### src/rtl/mac_job_sched.sv
// mac_job_sched: round-robin dot-product job scheduler sharing one 3-stage mac between two requesters
module mac_job_sched #(
  parameter int LEN_W   = 8,
  parameter int MAC_LAT = 3
) (
  input  logic             clk,
  input  logic             reset,
  input  logic [1:0]       req,
  input  logic [1:0]       req_mode,
  input  logic [LEN_W-1:0] req_len0,
  input  logic [LEN_W-1:0] req_len1,
  output logic [1:0]       gnt,
  output logic             busy,
  input  logic             op_valid,
  output logic             op_ready,
  input  logic [15:0]      op_a,
  input  logic [15:0]      op_b,
  output logic [2:0]       mac_instruction,
  output logic [15:0]      mac_multiplier,
  output logic [15:0]      mac_multiplicand,
  output logic             mac_stall,
  input  logic [31:0]      mac_result,
  output logic             done,
  output logic             done_id,
  output logic [31:0]      done_result
);
  localparam int SW = $clog2(MAC_LAT + 1);
  typedef enum logic [2:0] {IDLE, CLR, STREAM, SAT, DONE} state_t;
  state_t state, state_nx;
  logic mode, rr_last, win, accept, done_id_q;
  logic [LEN_W-1:0] len, cnt, win_len;
  logic [SW-1:0] sat_cnt;
  logic [31:0] result_q;
  logic [1:0] op_code;
  assign win = &req ? ~rr_last : req[1];
  assign win_len = win ? req_len1 : req_len0;
  assign accept = state == STREAM && op_valid;
  always_comb begin
    state_nx = state;
    case (state)
      IDLE:    state_nx = |req ? (win_len == '0 ? CLR : STREAM) : IDLE;
      CLR:     state_nx = SAT;
      STREAM:  state_nx = accept && cnt == len - LEN_W'(1) ? SAT : STREAM;
      SAT:     state_nx = sat_cnt == SW'(MAC_LAT - 1) ? DONE : SAT;
      default: state_nx = IDLE;
    endcase
  end
  // idle and done park the mac on SAT of the last mode; a stall freezes the whole mac pipe
  assign op_code = state == CLR ? 2'd0 : state == STREAM ? (cnt == '0 ? 2'd1 : 2'd2) : 2'd3;
  assign mac_instruction = {mode, op_code};
  assign mac_stall = !(state == CLR || state == SAT || accept);
  assign mac_multiplier = state == STREAM ? op_a : '0;
  assign mac_multiplicand = state == STREAM ? op_b : '0;
  assign op_ready = state == STREAM;
  assign busy = |gnt;
  assign done = state == DONE;
  assign done_id = done ? gnt[1] : done_id_q;
  assign done_result = done ? mac_result : result_q;
  always_ff @(posedge clk or posedge reset)
    if (reset) begin
      state     <= IDLE;
      gnt       <= '0;
      mode      <= 1'b0;
      len       <= '0;
      cnt       <= '0;
      sat_cnt   <= '0;
      rr_last   <= 1'b1;
      done_id_q <= 1'b0;
      result_q  <= '0;
    end else begin
      state   <= state_nx;
      sat_cnt <= state == SAT ? sat_cnt + SW'(1) : '0;
      if (state == IDLE && |req) begin
        gnt  <= win ? 2'b10 : 2'b01;
        mode <= req_mode[win];
        len  <= win_len;
        cnt  <= '0;
      end
      if (accept) cnt <= cnt + LEN_W'(1);
      if (done) begin
        gnt       <= '0;
        rr_last   <= gnt[1];
        done_id_q <= gnt[1];
        result_q  <= mac_result;
      end
    end
endmodule
### config.mk
export PLATFORM = sky130hd
export DESIGN_NAME = mac_job_sched
export DESIGN_NICKNAME = d
export VERILOG_FILES = /design/src/rtl/mac_job_sched.sv
export SDC_FILE = /design/constraint.sdc
export NUM_CORES = 1
export LEC_CHECK = 0
export BUFFER_PORTS_ARGS = -buffer_cell sky130_fd_sc_hd__buf_2
export CAP_MARGIN = 40
export CORE_MARGIN = 2
export CORE_UTILIZATION = 41
export DETAILED_ROUTE_END_ITERATION = 8
export PLACE_DENSITY = 0.76
export SLEW_MARGIN = 5
export SYNTH_ARGS = -nofsm -noshare
export SYNTH_HDL_FRONTEND = slang
export SYNTH_SLANG_ARGS = --single-unit
### constraint.sdc
create_clock -name clk -period 1.69 [get_ports clk]
set_input_delay 0.0845 -clock clk [delete_from_list [all_inputs] [get_ports clk]]
set_output_delay 0.0845 -clock clk [all_outputs]
set_load 0.01 [all_outputs]
==> flow_summary.toml, run 1 <==
[worst_hold_path]
hold_class = "input pin to register"
holdCritStartpoint = "mac_result[22]"
hold_path_depth = 2
hold_end = "result_q[22]$_DFF_PP0_"

[global_route]
grt_pass1_wl_um = 17700
grt_pass1_vias = 3486
grt_usage_pct = 27.3
antenna_found_initial = 0
grt_max_degree = 26
overflow = 0

[pwr]
p_per_area_nw_per_um2 = 1350
p_leak_nw = 2.91
vdd_drop_max_mv = 1.08

[setup_path]
reg2regPathDepth = 9
arrival_ns = 1.94
crit_type = "register to output port"
cp-start-kind = "register"
ff2ff_setup_slack_ns = -0.24
r2r-start = "state[0]$_DFF_PP0_"
cp-end-kind = "output port"
cp.required_ns = 1.61
rr_endpoint = "cnt[5]$_DFFE_PP0P_"
cp_max_fo = 2

[clocking]
clkLatencyLatePin_ns = 0.33
clockRootBuffer = "clkbuf_8"
ctsLongestPathBuffers = 2
cts_sinks = 58
htree_levels = 3
clk_pin_slew_ns = 0.07
numCtsBuffers = 9
cts_tree = "yes"

[floorplan]
start_util_pct = 42.2
ioPinCount = 161
chipWidth_um = 90.2
die_h_um = 90.2
core_um2 = 7210
num_rows = 31
dieArea_um2 = 8130

[synthesis]
postSynthCellCount = 285
netlist_area_um2 = 3040
avgSynthCellArea_um2 = 10.7
ys_warn_count = 0
synthDistinctLibCells = 50
syn-num-nets = 376
synthTopCellsByArea = "dfrtp_1 (47%), mux2_2 (8.5%), and2_1 (7.0%), mux2_1 (3.3%), mux2i_1 (3.0%)"
ys_seq_elements = 58
yosysMostFrequentCell = "dfrtp_1"
synth_top_cell_area_share_pct = 46.9
yosysTopAreaCell = "dfrtp_1"
ys.flop_type = "dfrtp_1"
synth-edff-count = 0
seq_area_frac_synth_pct = 47.7
ys_async_sr_fraction_pct = 100
synthTopCellsByCount = "dfrtp_1 (57), and2_1 (34), mux2_2 (23), nand2_1 (20)"

[layout]
layoutNonFillerInstCount = 630
antenna_cells = 0
finalInstanceArea_um2 = 5840
fillers = 416
area_growth_pct = 91.7
drive_gt1_share_pct = 63.3
num-nets-final = 617

[status]
status = "finished, violations left"
violations = "negative setup slack"

[placed_design]
detailed_place.area_um2 = 4090
pre_cts_ws_ns = 0.0401
dp_cells = 551
portBuffers = 160
place_congestion = 0.885
hpwl_um = 6190

[route]
num_vias = 3264
drc_errors = 0
drtIter0Drc = 233
detail_route.first_pass.iterations = 4
vias_per_cell = 5.18
ant_nets = 0
wl_per_cell_um = 18.8
wl_um = 11900

[sta]
setup_viol = 81
fmax_mhz = 495
setup_tns_ns = -15.20
timing.hold.ws_ns = 0.0131
fin_ws_ns = -0.332
slew_headroom_pct = 60.4
finalHoldViolCount = 0
skew_ns = 0.00757
slew_viol_final = 0
rsz0062_at_grt = "true"
timing.final.crit_share_pct = 120
min_period_ns = 2.02
worstMarginPinSlew_ns = 0.592

[run]
maxCapViolCount = 0
==> metal layers <==
layer	wire [um]	global-route usage, %	share of wire (%)	vias to the layer above
met2	6280	49.3	53	169
met1	4470	32.6	38	1588
met4	335	8.59	2.8	0
met5	0	0	0	-
met3	773	5.45	6.5	31
li1	-	-	-	1476
==> logic make-up after synthesis <==
| logic type | Yosys count | share of synthesized area [%] |
|---|---|---|
| AOI/OAI and AO/OA | 44 | 9.00 |
| xor gates and xnor gates | 11 | 3.41 |
| adders and majority gates | 4 | 1.64 |
| buffers and inverters | 25 | 4.07 |
| DFF | 58 | 47.7 |
| muxes | 41 | 14.8 |
| and+or+nand+nor | 102 | 19.4 |
==> final cells by class <==
class / instances / area (um^2) / share of cell area (%)
inverter: 9 / 33.8 / 0.579
timing repair buffer: 243 / 2160 / 37.0
clock buffer: 11 / 131 / 2.25
multi-input combinational: 205 / 1830 / 31.3
clock inverter: 5 / 103 / 1.76
sequential: 58 / 1460 / 25.0
tap: 99 / 124 / 2.12
==> state kept, by name, summed over array words and instances, names as in the netlist <==
name / flops
cnt: 8
done_id_q: 1
gnt: 2
len: 8
mode: 1
result_q: 32
rr_last: 1
sat_cnt: 2
state: 3
==> how the worst max path moves through the flow <==
stage	startpoint	end	slack (ns)	cells after the start
after global placement	cnt[0]$_DFFE_PP0P_	mac_instruction[1]	0.08	7
after global routing	cnt[0]$_DFFE_PP0P_	mac_instruction[1]	-0.42	7
after detailed placement	cnt[0]$_DFFE_PP0P_	mac_instruction[1]	0.04	7
after floorplan	len[0]$_DFFE_PP0P_	state[0]$_DFF_PP0_	0.008	9
final	cnt[0]$_DFFE_PP0P_	mac_instruction[1]	-0.33	7
after CTS	cnt[0]$_DFFE_PP0P_	mac_instruction[1]	-0.31	7
==> stage by stage <==
step                utilization [%]  power [mW]
CTS                            75.3        6.79
floorplan                         -        3.43
finish                         80.9        7.90
global placement               56.7        4.38
detailed placement             56.7        4.46
global route                   80.9        8.30
==> repair_timing <==
item                                    CTS  global route
resized for setup                       125            88
hold buffers                             18             1
pin swaps                                15            40
cloned                                   10             4
buffers inserted                         23            13
hold endpoints to repair                 60             1
endpoints found under the setup margin   68            94
==> worst max-delay path, stage by stage (launching register included) <==
cell	delay [ns]
dfrtp_1	0.39
inv_1	0.06
ha_1	0.15
or4b_4	0.47
nor4_4	0.16
nand2b_1	0.08
a21o_1	0.17
buf_2	0.13
==> report_power, final <==
group	internal, mW	switching, mW
sequential	1.62	0.238
clock	0.979	0.576
combinational	2.52	1.97
total	5.12	2.78
==> layout by cell type (no fill, tap or decap), types with 3 or more instances in the layout <==
master,count
o21ai_2,5
buf_16,4
and3_1,3
mux2i_1,9
buf_8,3
nor2_4,3
nor4_1,6
o31ai_1,3
buf_6,87
ha_1,4
and2_4,34
inv_1,8
dfrtp_1,54
bufinv_16,3
a21oi_1,3
xnor2_1,7
dfrtp_2,3
nand3_1,4
or3_4,4
nand2_1,16
mux2_4,32
o21ai_1,12
buf_12,6
o21ai_0,6
dlygate4sd3_1,19
xor2_1,3
buf_4,30
nand2b_1,5
clkbuf_8,9
nor2_1,8
buf_2,93
Power figures use the tool's default switching activity.
==> run 2, diff against run 1 <==
Settings changed: PLACE_DENSITY 0.76 to unset, PLACE_DENSITY_LB_ADDON set to 0.1.
==> run 2 against run 1 <==
The run still ends with negative setup slack left. Total power down 2.4%. Largest power group unchanged. Highest routed layer unchanged. Clock-buffer cell count up 1. Clock skew grew 0.0033 ns. Flip-flop and latch count unchanged. Utilization shrank 3.0 points. Setup slack got worse by 0.031 ns. Cell area shrank 3.7%.
==> flow_summary.toml, run 2 (synthesis results as in run 1) <==
[setup_path]
cp-end-kind = "output port"
cp-start-kind = "register"
cp.required_ns = 1.61
cp_max_fo = 2
r2r-start = "state[1]$_DFF_PP0_"
cp-startpoint = "cnt[1]$_DFFE_PP0P_"
arrival_ns = 1.97
reg2regPathDepth = 7
ff2ff_setup_slack_ns = -0.12
crit_type = "register to output port"

[worst_hold_path]
hold_class = "input pin to register"
hold_path_depth = 3
holdCritStartpoint = "req_mode[0]"

[layout]
mostFrequentLayoutCell = "buf_2"
fillers = 456
regMostFlops = "result_q"
num-nets-final = 608
drive_gt1_share_pct = 58.0
final_cell_mix = "buf_2 (110), buf_6 (56), dfrtp_1 (55), dlygate4sd3_1 (33), mux2_4 (32)"
area_growth_pct = 84.7
top_regs = "result_q (32), cnt (8), len (8)"
largest_reg_flops = 32
antenna_cells = 0
layoutNonFillerInstCount = 621
utilization_pct = 77.9
finalInstanceArea_um2 = 5620

[clocking]
clockRootBuffer = "clkbuf_8"
cts_tree = "yes"
numCtsBuffers = 9
clk_pin_slew_ns = 0.07
ctsLongestPathBuffers = 2
htree_levels = 3
cts_sinks = 58
clkLatencyLatePin_ns = 0.35

[sta]
setup_viol = 80
worstMarginPinSlew_ns = 0.495
slew_viol_final = 0
timing.hold.ws_ns = 0.0189
rsz0062_at_grt = "true"
timing.final.crit_share_pct = 121
slew_headroom_pct = 66.7
skew_ns = 0.0109
fmax_mhz = 487
finalHoldViolCount = 0
min_period_ns = 2.05
fin_ws_ns = -0.363
setup_tns_ns = -10.57

[route]
drtIter0Drc = 80
detail_route.first_pass.iterations = 5
vias_per_cell = 4.99
drc_errors = 0
ant_nets = 0
wl_um = 10400
wl_per_cell_um = 16.7
num_vias = 3096

[placed_design]
dp_cells = 550
hpwl_um = 5850
place_congestion = 0.760
detailed_place.area_um2 = 4070
pre_cts_ws_ns = -0.0312
portBuffers = 160

[pwr]
power_frac_clock_pct = 19.2
seqPwrFrac_pct = 23.8
vdd_drop_max_mv = 0.842
switchingPower_mw = 2.65
share_comb_of_total_power_pct = 57.0
total_power_mw = 7.71
p_leak_nw = 2.82
p_int_mw = 5.06
sw_frac_of_total_pct = 34.3
p_per_area_nw_per_um2 = 1370

[floorplan]
chipWidth_um = 90.2
dieArea_um2 = 8130
core_um2 = 7210
ioPinCount = 161
start_util_pct = 42.2
num_rows = 31
die_h_um = 90.2

[global_route]
antenna_found_initial = 0
overflow = 0
grt_pass1_vias = 3204
grt_pass1_wl_um = 15800
grt_usage_pct = 24.5
grt_max_degree = 41

[status]
violations = "negative setup slack"
status = "finished, violations left"

[run]
maxCapViolCount = 0
-- run 2: cell types whose count changed in the layout (fill, tap and decap cells not counted), moves of 3 or more --
cell / previous run / this run
nor2_4: 3 / 0
buf_4: 30 / 24
buf_6: 87 / 56
dlygate4sd3_1: 19 / 33
buf_2: 93 / 110
o21ai_1: 12 / 9
nand2_2: 2 / 5
buf_16: 4 / 7
or3_4: 4 / 1
and2_1: 0 / 14
and2_4: 34 / 20
nand2_4: 1 / 5
nand2_1: 16 / 10
-- run 2: path summary, 6_finish.rpt --
kind / endpoint
min reg2reg: sat_cnt[0]$_DFF_PP0_
min in group asynchronous: result_q[11]$_DFF_PP0_
min: mode$_DFFE_PP0P_
max in group asynchronous: rr_last$_DFFE_PP1P_
max: mac_instruction[1]
max reg2reg: cnt[7]$_DFFE_PP0P_
-- run 2: routing by layer --
layer | vias to the layer above | track usage [%] | routed length [um]
met5 | - | 0 | 0
met4 | 0 | 7.05 | 159
met3 | 14 | 6.54 | 409
met2 | 76 | 43.8 | 5670
met1 | 1552 | 29.0 | 4120
li1 | 1454 | - | -
-- run 2: critical path, cell delays in order (launching register included) --
cell      delay, ns
dfrtp_1        0.38
inv_1          0.06
ha_1           0.14
or4b_4         0.47
nor4_4         0.18
nand2b_1       0.08
a21o_1         0.18
buf_2          0.13
-- run 2: layout make-up --
type / instances / area [um^2] / area share, %
timing repair buffer: 237 / 2030 / 36.1
multi-input combinational: 202 / 1750 / 31.1
sequential: 58 / 1460 / 25.9
clock buffer: 12 / 155 / 2.76
tap: 99 / 124 / 2.20
clock inverter: 4 / 73.8 / 1.31
inverter: 9 / 33.8 / 0.601
-- run 2: repair_timing --
item / CTS / global route
hold endpoints to repair: 50 / 0
buffers inserted: 9 / 4
pin swaps: 26 / 9
hold buffers: 33 / 0
cloned: 7 / 3
gates resized for setup: 125 / 33
endpoints found under the setup margin: 67 / 88
-- run 2: power groups by stage --
stage / clock network (mW) / logic, mW / registers (mW)
2_1_floorplan: 0 / 1.59 / 1.84
3_3_place_gp: 0 / 2.55 / 1.83
3_5_place_dp: 0 / 2.58 / 1.84
4_1_cts: 1.49 / 3.97 / 1.80
5_1_grt: 1.57 / 4.72 / 1.87
6_report: 1.48 / 4.40 / 1.83
==> run 3, diff against run 2 <==
Settings changed: PLACE_DENSITY set to 0.77, PLACE_DENSITY_LB_ADDON 0.1 to unset.
==> run 3 against run 2 <==
The flow still finishes with violations (negative setup slack). Wire length grew 27%. Flip-flop and latch count did not move. Total power up 5.0%. Setup slack gained 0.027 ns. Combinational power increased by 6.4%. Utilization increased by 3.5 points. Critical path depth unchanged. Global-route usage is 4.3 points higher. Register-to-register slack got worse by 0.03 ns. Clock skew down 0.0030 ns.
==> flow_summary.toml, run 3 (synthesis results as in run 1) <==
[sta]
setup_tns_ns = -12.96
finalHoldViolCount = 0
setup_viol = 84
slew_viol_final = 0
timing.hold.ws_ns = 0.00701
skew_ns = 0.00795
worstMarginPinSlew_ns = 0.668
min_period_ns = 2.03
slew_headroom_pct = 55.4
timing.final.crit_share_pct = 120
fmax_mhz = 493
rsz0062_at_grt = "true"
fin_ws_ns = -0.336

[clocking]
clk_pin_slew_ns = 0.07
htree_levels = 3
ctsLongestPathBuffers = 2
cts_sinks = 58
clkLatencyLatePin_ns = 0.36
clockRootBuffer = "clkbuf_8"
cts_tree = "yes"
numCtsBuffers = 9

[setup_path]
cp-start-kind = "register"
cp_max_fo = 2
cp.required_ns = 1.61
crit_type = "register to output port"
arrival_ns = 1.94
cp-end-kind = "output port"

[floorplan]
num_rows = 31
die_h_um = 90.2
ioPinCount = 161
start_util_pct = 42.2
chipWidth_um = 90.2
dieArea_um2 = 8130
core_um2 = 7210

[run]
maxCapViolCount = 0

[pwr]
p_leak_nw = 2.93
vdd_drop_max_mv = 1.15
p_per_area_nw_per_um2 = 1380

[placed_design]
pre_cts_ws_ns = 0.0264
portBuffers = 160
hpwl_um = 6080
dp_cells = 549
place_congestion = 0.895

[route]
ant_nets = 0
met2_length_um = 6840
detail_route.first_pass.iterations = 5
vias_per_cell = 5.44
num_vias = 3432
dr.max_layer_used = "met4"
drc_errors = 0
drtIter0Drc = 176
wl_um = 13100
wl_met3_um = 1050
wl_per_cell_um = 20.8
wl_met1_um = 4530

[global_route]
antenna_found_initial = 0
grt_max_degree = 32
grt_pass1_wl_um = 18200
overflow = 0
grt_usage_pct = 28.8
grt_pass1_vias = 3526

[layout]
drive_gt1_share_pct = 63.7
regArea_um2 = 1460
mostFrequentLayoutCell = "buf_2"
layoutNonFillerInstCount = 631
antenna_cells = 0
largest_reg_flops = 32
top_regs = "result_q (32), cnt (8), len (8)"
area_growth_pct = 92.9
num-nets-final = 618
fillers = 420
multi_input_area_um2 = 1850
utilization_pct = 81.4
regMostFlops = "result_q"
final_cell_mix = "buf_2 (96), buf_6 (79), dfrtp_1 (55), and2_4 (33), mux2_4 (32)"

[worst_hold_path]
hold_class = "input pin to register"

[status]
violations = "negative setup slack"
status = "finished, violations left"
==> run 3: timing repair <==
item	CTS	global route
gates resized for setup	124	98
endpoints found under the setup margin	68	87
hold buffers	30	0
endpoints found under the hold margin	55	0
cloned	8	4
pin swaps	13	30
buffers inserted	16	10
==> run 3: power by group <==
part	leakage, nW	switching (mW)	internal [mW]
logic	2.05	2.05	2.63
clock network	0.112	0.648	0.872
registers	0.774	0.276	1.62
==> run 3: final timing paths <==
check / endpoint / slack, ns / depth (start not counted) / start
hold reg to reg: sat_cnt[0]$_DFF_PP0_ / 0.43 / 1 / sat_cnt[0]$_DFF_PP0_
hold / removal: mode$_DFFE_PP0P_ / 0.007 / 3 / req_mode[0]
setup / recovery: mac_instruction[1] / -0.34 / 7 / cnt[0]$_DFFE_PP0P_
max in group asynchronous: result_q[6]$_DFF_PP0_ / 0.72 / 4 / reset
min in group asynchronous: result_q[23]$_DFF_PP0_ / 0.37 / 3 / reset
setup reg to reg: cnt[7]$_DFFE_PP0P_ / -0.15 / 7 / state[0]$_DFF_PP0_
==> run 3: per-stage QoR <==
step                total power, mW  area [um^2]
floorplan                      3.43         3050
global placement               4.34         4060
detailed placement             4.41         4060
CTS                            6.73         5330
global route                   8.49         5870
finish                         8.09         5870
==> run 3: metal layers <==
layer	vias to the layer above	global-route usage (%)
met4	0	14.4
met3	47	5.53
met5	-	0
met2	221	51.3
met1	1681	33.0
li1	1483	-
==> run 3: worst max-delay path, cell delays in order (launching register included) <==
cell      delay, ns
dfrtp_1        0.38
inv_1          0.06
ha_1           0.13
or4b_4         0.47
nor4_4         0.16
nand2b_1       0.09
a21o_1         0.17
buf_2          0.13
==> run 3: cell type report <==
| type | count | area share [%] |
|---|---|---|
| timing repair buffer | 247 | 37.1 |
| multi-input combinational | 202 | 31.6 |
| sequential | 58 | 24.8 |
| clock buffer | 10 | 2.34 |
| tap | 99 | 2.11 |
| clock inverter | 6 | 1.53 |
| inverter | 9 | 0.575 |
